File: src/rtl/tokenizer_pkg.sv
// Shared vocabulary definitions for the token encoder/decoder pair.
package tokenizer_pkg;

  localparam logic [7:0] TERM_BYTE_DEF = 8'h00;

  typedef enum logic [2:0] {
    S_IDLE      = 3'd0,
    S_SEEK_REQ  = 3'd1,
    S_SEEK_CHK  = 3'd2,
    S_EMIT_REQ  = 3'd3,
    S_EMIT_CHK  = 3'd4,
    S_EMIT_HOLD = 3'd5,
    S_FINISH    = 3'd6
  } dec_state_t;

  // Last byte address of a 2**aw byte vocabulary image.
  function automatic int unsigned mem_end_addr(input int unsigned aw);
    return (32'd1 << aw) - 32'd1;
  endfunction

endpackage

File: src/rtl/token_decoder.sv
// Walks the vocab SRAM to the entry for a token index and streams that
// entry's bytes out on a valid/ready interface with a last-byte flag.
module token_decoder
  import tokenizer_pkg::*;
#(
  parameter int unsigned ADDR_WIDTH = 4,
  parameter int unsigned DATA_WIDTH = 8,
  parameter logic [DATA_WIDTH-1:0] TERM_BYTE = DATA_WIDTH'(TERM_BYTE_DEF)
) (
  input  logic                  clk,
  input  logic                  rst_n,
  input  logic                  cs,
  input  logic                  tok_valid,
  output logic                  tok_ready,
  input  logic [ADDR_WIDTH-1:0] tok_id,
  output logic [ADDR_WIDTH-1:0] mem_addr,
  input  logic [DATA_WIDTH-1:0] mem_dout,
  output logic                  out_valid,
  input  logic                  out_ready,
  output logic [DATA_WIDTH-1:0] out_data,
  output logic                  out_last,
  output logic                  done,
  output logic [ADDR_WIDTH:0]   len,
  output logic                  err_not_found
);

  localparam int unsigned LEN_W = ADDR_WIDTH + 1;
  localparam logic [ADDR_WIDTH-1:0] END_ADDR = ADDR_WIDTH'(mem_end_addr(ADDR_WIDTH));

  dec_state_t            r_state,    w_state_nxt;
  logic [ADDR_WIDTH-1:0] r_cnt,      w_cnt_nxt;
  logic [ADDR_WIDTH-1:0] r_addr,     w_addr_nxt;
  logic [ADDR_WIDTH-1:0] r_mem_addr, w_mem_addr_nxt;
  logic                  r_out_valid, w_out_valid_nxt;
  logic [DATA_WIDTH-1:0] r_out_data, w_out_data_nxt;
  logic                  r_out_last, w_out_last_nxt;
  logic                  r_pf_done,  w_pf_done_nxt;
  logic                  r_err,      w_err_nxt;
  logic                  r_done,     w_done_nxt;
  logic                  r_err_nf,   w_err_nf_nxt;
  logic [LEN_W-1:0]      r_len,      w_len_nxt;
  logic                  r_tok_ready, w_tok_ready_nxt;
  logic                  w_tok_acc;
  logic                  w_is_term;

  assign w_tok_acc = tok_valid & r_tok_ready;
  assign w_is_term = (mem_dout == TERM_BYTE);

  // Next-state and datapath updates; mem_addr runs one address ahead while emitting.
  always_comb begin
    w_state_nxt     = r_state;
    w_cnt_nxt       = r_cnt;
    w_addr_nxt      = r_addr;
    w_mem_addr_nxt  = r_mem_addr;
    w_out_valid_nxt = r_out_valid;
    w_out_data_nxt  = r_out_data;
    w_out_last_nxt  = r_out_last;
    w_pf_done_nxt   = r_pf_done;
    w_err_nxt       = r_err;
    w_len_nxt       = r_len;
    case (r_state)
      S_IDLE: begin
        if (w_tok_acc) begin
          w_cnt_nxt      = tok_id;
          w_addr_nxt     = '0;
          w_mem_addr_nxt = '0;
          w_len_nxt      = '0;
          w_err_nxt      = 1'b0;
          w_state_nxt    = (tok_id == '0) ? S_EMIT_REQ : S_SEEK_REQ;
        end
      end
      S_SEEK_REQ: w_state_nxt = S_SEEK_CHK;
      S_SEEK_CHK: begin
        if (w_is_term) w_cnt_nxt = r_cnt - ADDR_WIDTH'(1);
        if (w_is_term && (r_cnt == ADDR_WIDTH'(1))) begin
          // An entry starting past the memory end is empty, never a wrap to 0.
          if (r_addr == END_ADDR) begin
            w_state_nxt = S_FINISH;
          end else begin
            w_addr_nxt     = r_addr + ADDR_WIDTH'(1);
            w_mem_addr_nxt = r_addr + ADDR_WIDTH'(1);
            w_state_nxt    = S_EMIT_REQ;
          end
        end else if (r_addr == END_ADDR) begin
          w_err_nxt   = 1'b1;
          w_state_nxt = S_FINISH;
        end else begin
          w_addr_nxt     = r_addr + ADDR_WIDTH'(1);
          w_mem_addr_nxt = r_addr + ADDR_WIDTH'(1);
          w_state_nxt    = S_SEEK_REQ;
        end
      end
      S_EMIT_REQ: begin
        w_mem_addr_nxt = r_addr + ADDR_WIDTH'(1);
        w_state_nxt    = S_EMIT_CHK;
      end
      S_EMIT_CHK: begin
        if (w_is_term) begin
          w_state_nxt = S_FINISH;
        end else begin
          w_out_data_nxt = mem_dout;
          w_state_nxt    = S_EMIT_HOLD;
          if (r_addr == END_ADDR) begin
            w_out_valid_nxt = 1'b1;
            w_out_last_nxt  = 1'b1;
            w_pf_done_nxt   = 1'b1;
          end else begin
            w_pf_done_nxt   = 1'b0;
          end
        end
      end
      S_EMIT_HOLD: begin
        // out_valid waits one cycle for the look-ahead byte so out_last is never late.
        if (!r_pf_done) begin
          w_pf_done_nxt   = 1'b1;
          w_out_valid_nxt = 1'b1;
          w_out_last_nxt  = w_is_term;
        end else if (out_ready) begin
          w_len_nxt       = r_len + LEN_W'(1);
          w_out_valid_nxt = 1'b0;
          w_out_last_nxt  = 1'b0;
          if (r_out_last) begin
            w_state_nxt = S_FINISH;
          end else begin
            w_addr_nxt     = r_addr + ADDR_WIDTH'(1);
            w_mem_addr_nxt = r_addr + ADDR_WIDTH'(2);
            w_state_nxt    = S_EMIT_CHK;
          end
        end
      end
      S_FINISH: w_state_nxt = S_IDLE;
      default:  w_state_nxt = S_IDLE;
    endcase
    w_done_nxt      = (w_state_nxt == S_FINISH);
    w_err_nf_nxt    = (w_state_nxt == S_FINISH) & w_err_nxt;
    w_tok_ready_nxt = (w_state_nxt == S_IDLE);
  end

  // State register; cs low freezes everything.
  always_ff @(posedge clk) begin
    if (!rst_n) begin
      r_state     <= S_IDLE;
      r_cnt       <= '0;
      r_addr      <= '0;
      r_mem_addr  <= '0;
      r_out_valid <= 1'b0;
      r_out_data  <= '0;
      r_out_last  <= 1'b0;
      r_pf_done   <= 1'b0;
      r_err       <= 1'b0;
      r_done      <= 1'b0;
      r_err_nf    <= 1'b0;
      r_len       <= '0;
      r_tok_ready <= 1'b0;
    end else if (cs) begin
      r_state     <= w_state_nxt;
      r_cnt       <= w_cnt_nxt;
      r_addr      <= w_addr_nxt;
      r_mem_addr  <= w_mem_addr_nxt;
      r_out_valid <= w_out_valid_nxt;
      r_out_data  <= w_out_data_nxt;
      r_out_last  <= w_out_last_nxt;
      r_pf_done   <= w_pf_done_nxt;
      r_err       <= w_err_nxt;
      r_done      <= w_done_nxt;
      r_err_nf    <= w_err_nf_nxt;
      r_len       <= w_len_nxt;
      r_tok_ready <= w_tok_ready_nxt;
    end
  end

  assign tok_ready     = r_tok_ready & cs;
  assign mem_addr      = r_mem_addr;
  assign out_valid     = r_out_valid;
  assign out_data      = r_out_data;
  assign out_last      = r_out_last;
  assign done          = r_done;
  assign len           = r_len;
  assign err_not_found = r_err_nf;

endmodule

File: config.mk
export PLATFORM = sky130hd
export DESIGN_NAME = token_decoder
export DESIGN_NICKNAME = d
export VERILOG_FILES = /design/src/rtl/tokenizer_pkg.sv /design/src/rtl/token_decoder.sv
export SDC_FILE = /design/constraint.sdc
export NUM_CORES = 1
export LEC_CHECK = 0
export CAP_MARGIN = 20
export CORE_MARGIN = 1.5
export CORE_UTILIZATION = 45
export CTS_CLUSTER_SIZE = 8
export DETAILED_ROUTE_END_ITERATION = 16
export HOLD_SLACK_MARGIN = 0.1
export MAX_ROUTING_LAYER = met4
export PLACE_DENSITY = 0.82
export SLEW_MARGIN = 30
export SYNTH_ARGS = -nofsm -noshare
export SYNTH_HDL_FRONTEND = slang
export SYNTH_SLANG_ARGS = --single-unit
export TNS_END_PERCENT = 20
File: constraint.sdc
create_clock -name clk -period 5.6 [get_ports clk]
set_input_delay 1.12 -clock clk [delete_from_list [all_inputs] [get_ports clk]]
set_output_delay 1.12 -clock clk [all_outputs]
set_load 0.05 [all_outputs]
# Word level (Yosys, flattened, before mapping)
# Cells that the tools add are included.
word_totals:
  regBits: 35
  inputBits: 17
classes:
  add_sub_neg: 4
  n_eq_ne: 17
  mux: 41
  bitwise: 4
  n_reduce_logical: 17
op_table:
  columns: ["op", "count"]
  rows:
  - ["4-bit 2-to-1 mux", 10]
  - ["3-bit 2-to-1 mux", 6]
  - ["3-bit case mux with 6 select lines", 1]
  - ["2-bit inequality test (second input constant)", 8]
  - ["4-bit case mux with 4 select lines", 1]
  - ["5-bit 2-to-1 mux", 3]
  - ["7-bit AND reduction", 2]
  - ["4-bit case mux with 3 select lines", 1]
  - ["1-bit 2-to-1 mux", 10]
  - ["5-bit case mux with 2 select lines", 1]
  - ["5-bit AND reduction", 2]
  - ["3-bit == test (second input constant)", 3]
  - ["8-bit zero test", 1]
  - ["1-bit case mux with 2 select lines", 4]
  - ["4-bit case mux with 2 select lines", 1]
  - ["3-bit by 2-bit == test with 1-bit output (second input constant)", 2]
  - ["3-bit zero test", 2]
  - ["2-bit 2-to-1 mux", 3]
  - ["3-bit AND reduction", 2]
  - ["2-bit nonzero test", 3]
  - ["5-bit by 1-bit adder with 5-bit output (second input constant)", 1]
  - ["4-bit by 1-bit adder with 4-bit output (second input constant)", 1]
  - ["4-bit by 2-bit adder with 4-bit output (second input constant)", 1]
  - ["4-bit by 1-bit == test with 1-bit output (second input constant)", 1]
  - ["11 further kinds", 13]

# Logic depth before layout (Yosys ltp)
logic_depth:
  word_depth: 6
  mapped_depth: 7
  mapped_depth_nobuf: 6

# Least setup slack after synthesis
# OpenSTA, ideal clock, no wires.
synth_timing:
  kind: "input -> output"
  start: "in cs"
  end: "out tok_ready"
  arrival_time_ps: 1706
  slack_ps: 2774
  stages: 2
  path_buffers: 1
  cell_sequence: "buf_2 > and2_1"
synth_between:
  elab_chain_len: 1
synth_lines:
  columns: ["item", "line_no", "text"]
  rows:
  - ["start, declared", "token_decoder.sv:12", "input logic cs,"]
  - ["1-bit AND", "token_decoder.sv:172", "assign tok_ready = r_tok_ready & cs;"]
  - ["end, declared", "token_decoder.sv:14", "output logic tok_ready,"]
# Every way passes these cells.

# Worst setup path in the final report
# Ends and elaborated chain as after synthesis.

==> results.json <==
{
  "yosysWarnings": 0,
  "crit_family": "buffers and inverters",
  "cts.sinks": 35,
  "htree_num_levels": 2,
  "regArea_sq_um": 700.7,
  "dieArea_sq_um": 5003,
  "drtIter0Drc": 81,
  "outcome": "completed",
  "grt_pass1_wl_microns": 8031,
  "wl_met2_microns": 2384,
  "netlist-cell-type-count": 59,
  "cts_root_buffer": "clkbuf_8",
  "met1_length_microns": 2103,
  "cts.clk_slew.worst_paths_ns": 0.07,
  "rsz0062_at_grt": "no",
  "finalCritPeriodShare_pct": 69.15,
  "reg2reg_from": "r_state[2]$_SDFFE_PN0P_",
  "min_path_type": "reg2reg",
  "synthMostInstantiatedCell": "dfxtp_1",
  "worstSkewPairLatency_ns": 0.29,
  "cpMostUsedCell": "clkdlybuf4s50_1",
  "maxSlewViolCount": 0,
  "multi_input_area_sq_um": 1236,
  "syn_inst": 238,
  "critPathKind": "in2out",
  "globalRoute.totalOverflow": 0,
  "ant_nets": 0,
  "cp.required_ns": 4.48,
  "cp.arrival_ns": 2.75,
  "die_x_microns": 70.73,
  "io_buffers": 38,
  "hold_viol_final": 0,
  "postCtsSetupRepairBufs": 0,
  "fmaxAchievable_ghz": 0.2582,
  "r2r-end": "r_tok_ready$_SDFFE_PN0P_",
  "holdPathEnd": "r_err$_SDFFE_PN0P_",
  "synth_top_area_share_pct": 33.94,
  "cap_violations": 0,
  "layout-drive-gt1-share_pct": 9.225,
  "critical-path-slowest-cell": "clkdlybuf4s50_1",
  "post-dp-hpwl_microns": 3540,
  "dpl.cell_count": 316,
  "hold_ws_ns": 0.4716,
  "post-route-drc-count": 0,
  "timing.final.crit_period_ns": 3.873,
  "viasPerCell": 5.802,
  "power_density_nw_per_um2": 214.1,
  "antenna_found_initial": 0,
  "async_flop_share_pct": 0,
  "nets": 293,
  "route.met3.wl_microns": 278,
  "yosys.area.top_type": "dfxtp_1",
  "finalClockSkew_ns": 0.006592,
  "io_pins": 39,
  "synthTopCellsByArea": "dfxtp_1, mux2i_1, nor2_1",
  "first_pass_iters": 4,
  "synth_ff_type": "dfxtp_1",
  "area_delta_synth_final_pct": 21.82,
  "ys_seq_area_share_pct": 33.94,
  "wl_microns": 4836,
  "finalNonFillerCells": 323,
  "rows": 24,
  "synth_nets": 260,
  "peakVddDrop_v": 0.0001661,
  "crit_buf_inv": 2,
  "cts_buffers": 5,
  "min-delay-start": "r_err$_SDFFE_PN0P_",
  "grt_pass1_vias": 1777,
  "start_util_pct": 47.09,
  "cts_tree": "built",
  "tightest_slew_ns": 0.8427,
  "core-area_sq_um": 4384,
  "synthTopCellsByCount": "dfxtp_1, nor2_1, nand2_1",
  "synth_edf_count": 0,
  "fill_cells": 392,
  "cts.repair.resized": 0,
  "via_count": 1874,
  "setup.worst_path.start_class": "input pin",
  "slew_headroom_pct": 43.75,
  "p_leak_nw": 0.8982,
  "diodes": 0,
  "crit_chain": "clkdlybuf4s50_1, and2_1, clkdlybuf4s50_1",
  "setup_viol": 0,
  "avgSynthCellArea_sq_um": 8.674,
  "ys_ff_latch": 35,
  "hold_depth": 2,
  "syn-cell-area_sq_um": 2064,
  "critical_path.max_fanout": 9,
  "die_h_microns": 70.73,
  "timing.reg2reg.setup_slack_ns": 3.29,
  "track_usage_pct": 20.67,
  "cts_hold_buf": 0,
  "crit_path_end_kind": "primary output",
  "reg2reg_depth": 5,
  "clockBufferDepth": 2,
  "grt_max_degree": 23,
  "cpPeakStageDelay_ns": 0.80,
  "place.gp.congestion": 0.8813,
  "wl_per_cell_microns": 14.97,
  "tns_ns": 0,
  "highest_layer": "met4"
}
==> worst max-delay path by stage <==
stage                     from  slack (ns)  cells past startpoint        end
after floorplan             cs        2.77                      2  tok_ready
after global placement      cs        1.76                      3  tok_ready
after detailed placement    cs        1.74                      3  tok_ready
after CTS                   cs        1.73                      3  tok_ready
after global routing        cs        1.67                      3  tok_ready
final                       cs        1.73                      3  tok_ready
==> cell usage in the layout, fill, tap and decap left out, types with 6 or more instances in the layout <==
cell,count
o21ai_0,8
nor3_1,7
dfxtp_1,35
nand4_1,6
nand2b_1,6
nor2_1,27
nand2_1,20
inv_1,9
clkbuf_8,6
a21oi_1,16
clkdlybuf4s50_1,38
mux2i_1,12
==> metrics by stage <==
| stage | instance area, sq um | util [%] | setup WS (ns) | total power, mW |
|---|---|---|---|---|
| 4_1_cts | 2515 | 57.36 | 1.732 | 0.5410 |
| 3_5_place_dp | 2427 | 55.37 | 1.745 | 0.3591 |
| 3_3_place_gp | 2427 | 55.37 | 1.757 | 0.3575 |
| 6_report | 2515 | 57.36 | 1.727 | 0.5384 |
| 2_1_floorplan | 2064 | - | 2.774 | 0.3314 |
| 5_1_grt | 2515 | 57.36 | 1.672 | 0.5586 |
==> flip-flops by register name (all words and copies together), names as in the netlist <==
name and count:
out_data 8, len 5, mem_addr 4, r_addr 4, r_cnt 4, r_state 3, done 1, err_not_found 1
out_last 1, out_valid 1, r_err 1, r_pf_done 1, r_tok_ready 1
==> worst reg2reg max path, stage by stage, from the launching register on <==
cell and delay (ns):
dfxtp_1 0.87, or3b_1 0.42, o21ai_0 0.15, a2111oi_2 0.49
nand4_1 0.15, a21oi_1 0.15
==> logic make-up (layout without fill, tap and decap cells) <==
family	Yosys count	in the layout	synth area share (%)
buffers and inverters	23	56	6.181
multiplexers	13	13	6.364
AND/OR/NAND/NOR	95	95	24.73
XOR/XNOR	7	7	2.970
flip-flops	35	35	33.94
AO/OA/AOI/OAI	60	60	22.79
adder cells (fa/ha/maj)	5	5	3.030
==> layer usage <==
layer	track usage (%)	vias up
met1	24.02	882
met4	7.128	0
met3	5.983	7
met5	-	-
li1	-	932
met2	34.16	53
==> report_power, final <==
| group | internal [mW] | switching (mW) |
|---|---|---|
| registers | 0.256 | 0.0118 |
| clock network | 0.0964 | 0.0876 |
| logic | 0.0373 | 0.0495 |
==> final cells by class <==
cell class	count	share of cell area (%)
multi-input combinational	180	49.15
clock inverter	1	0.1990
timing repair buffer	39	15.42
tap	52	2.587
clock buffer	6	3.284
sequential	35	27.86
inverter	10	1.493
No activity file was read; power rests on OpenSTA's default activity.
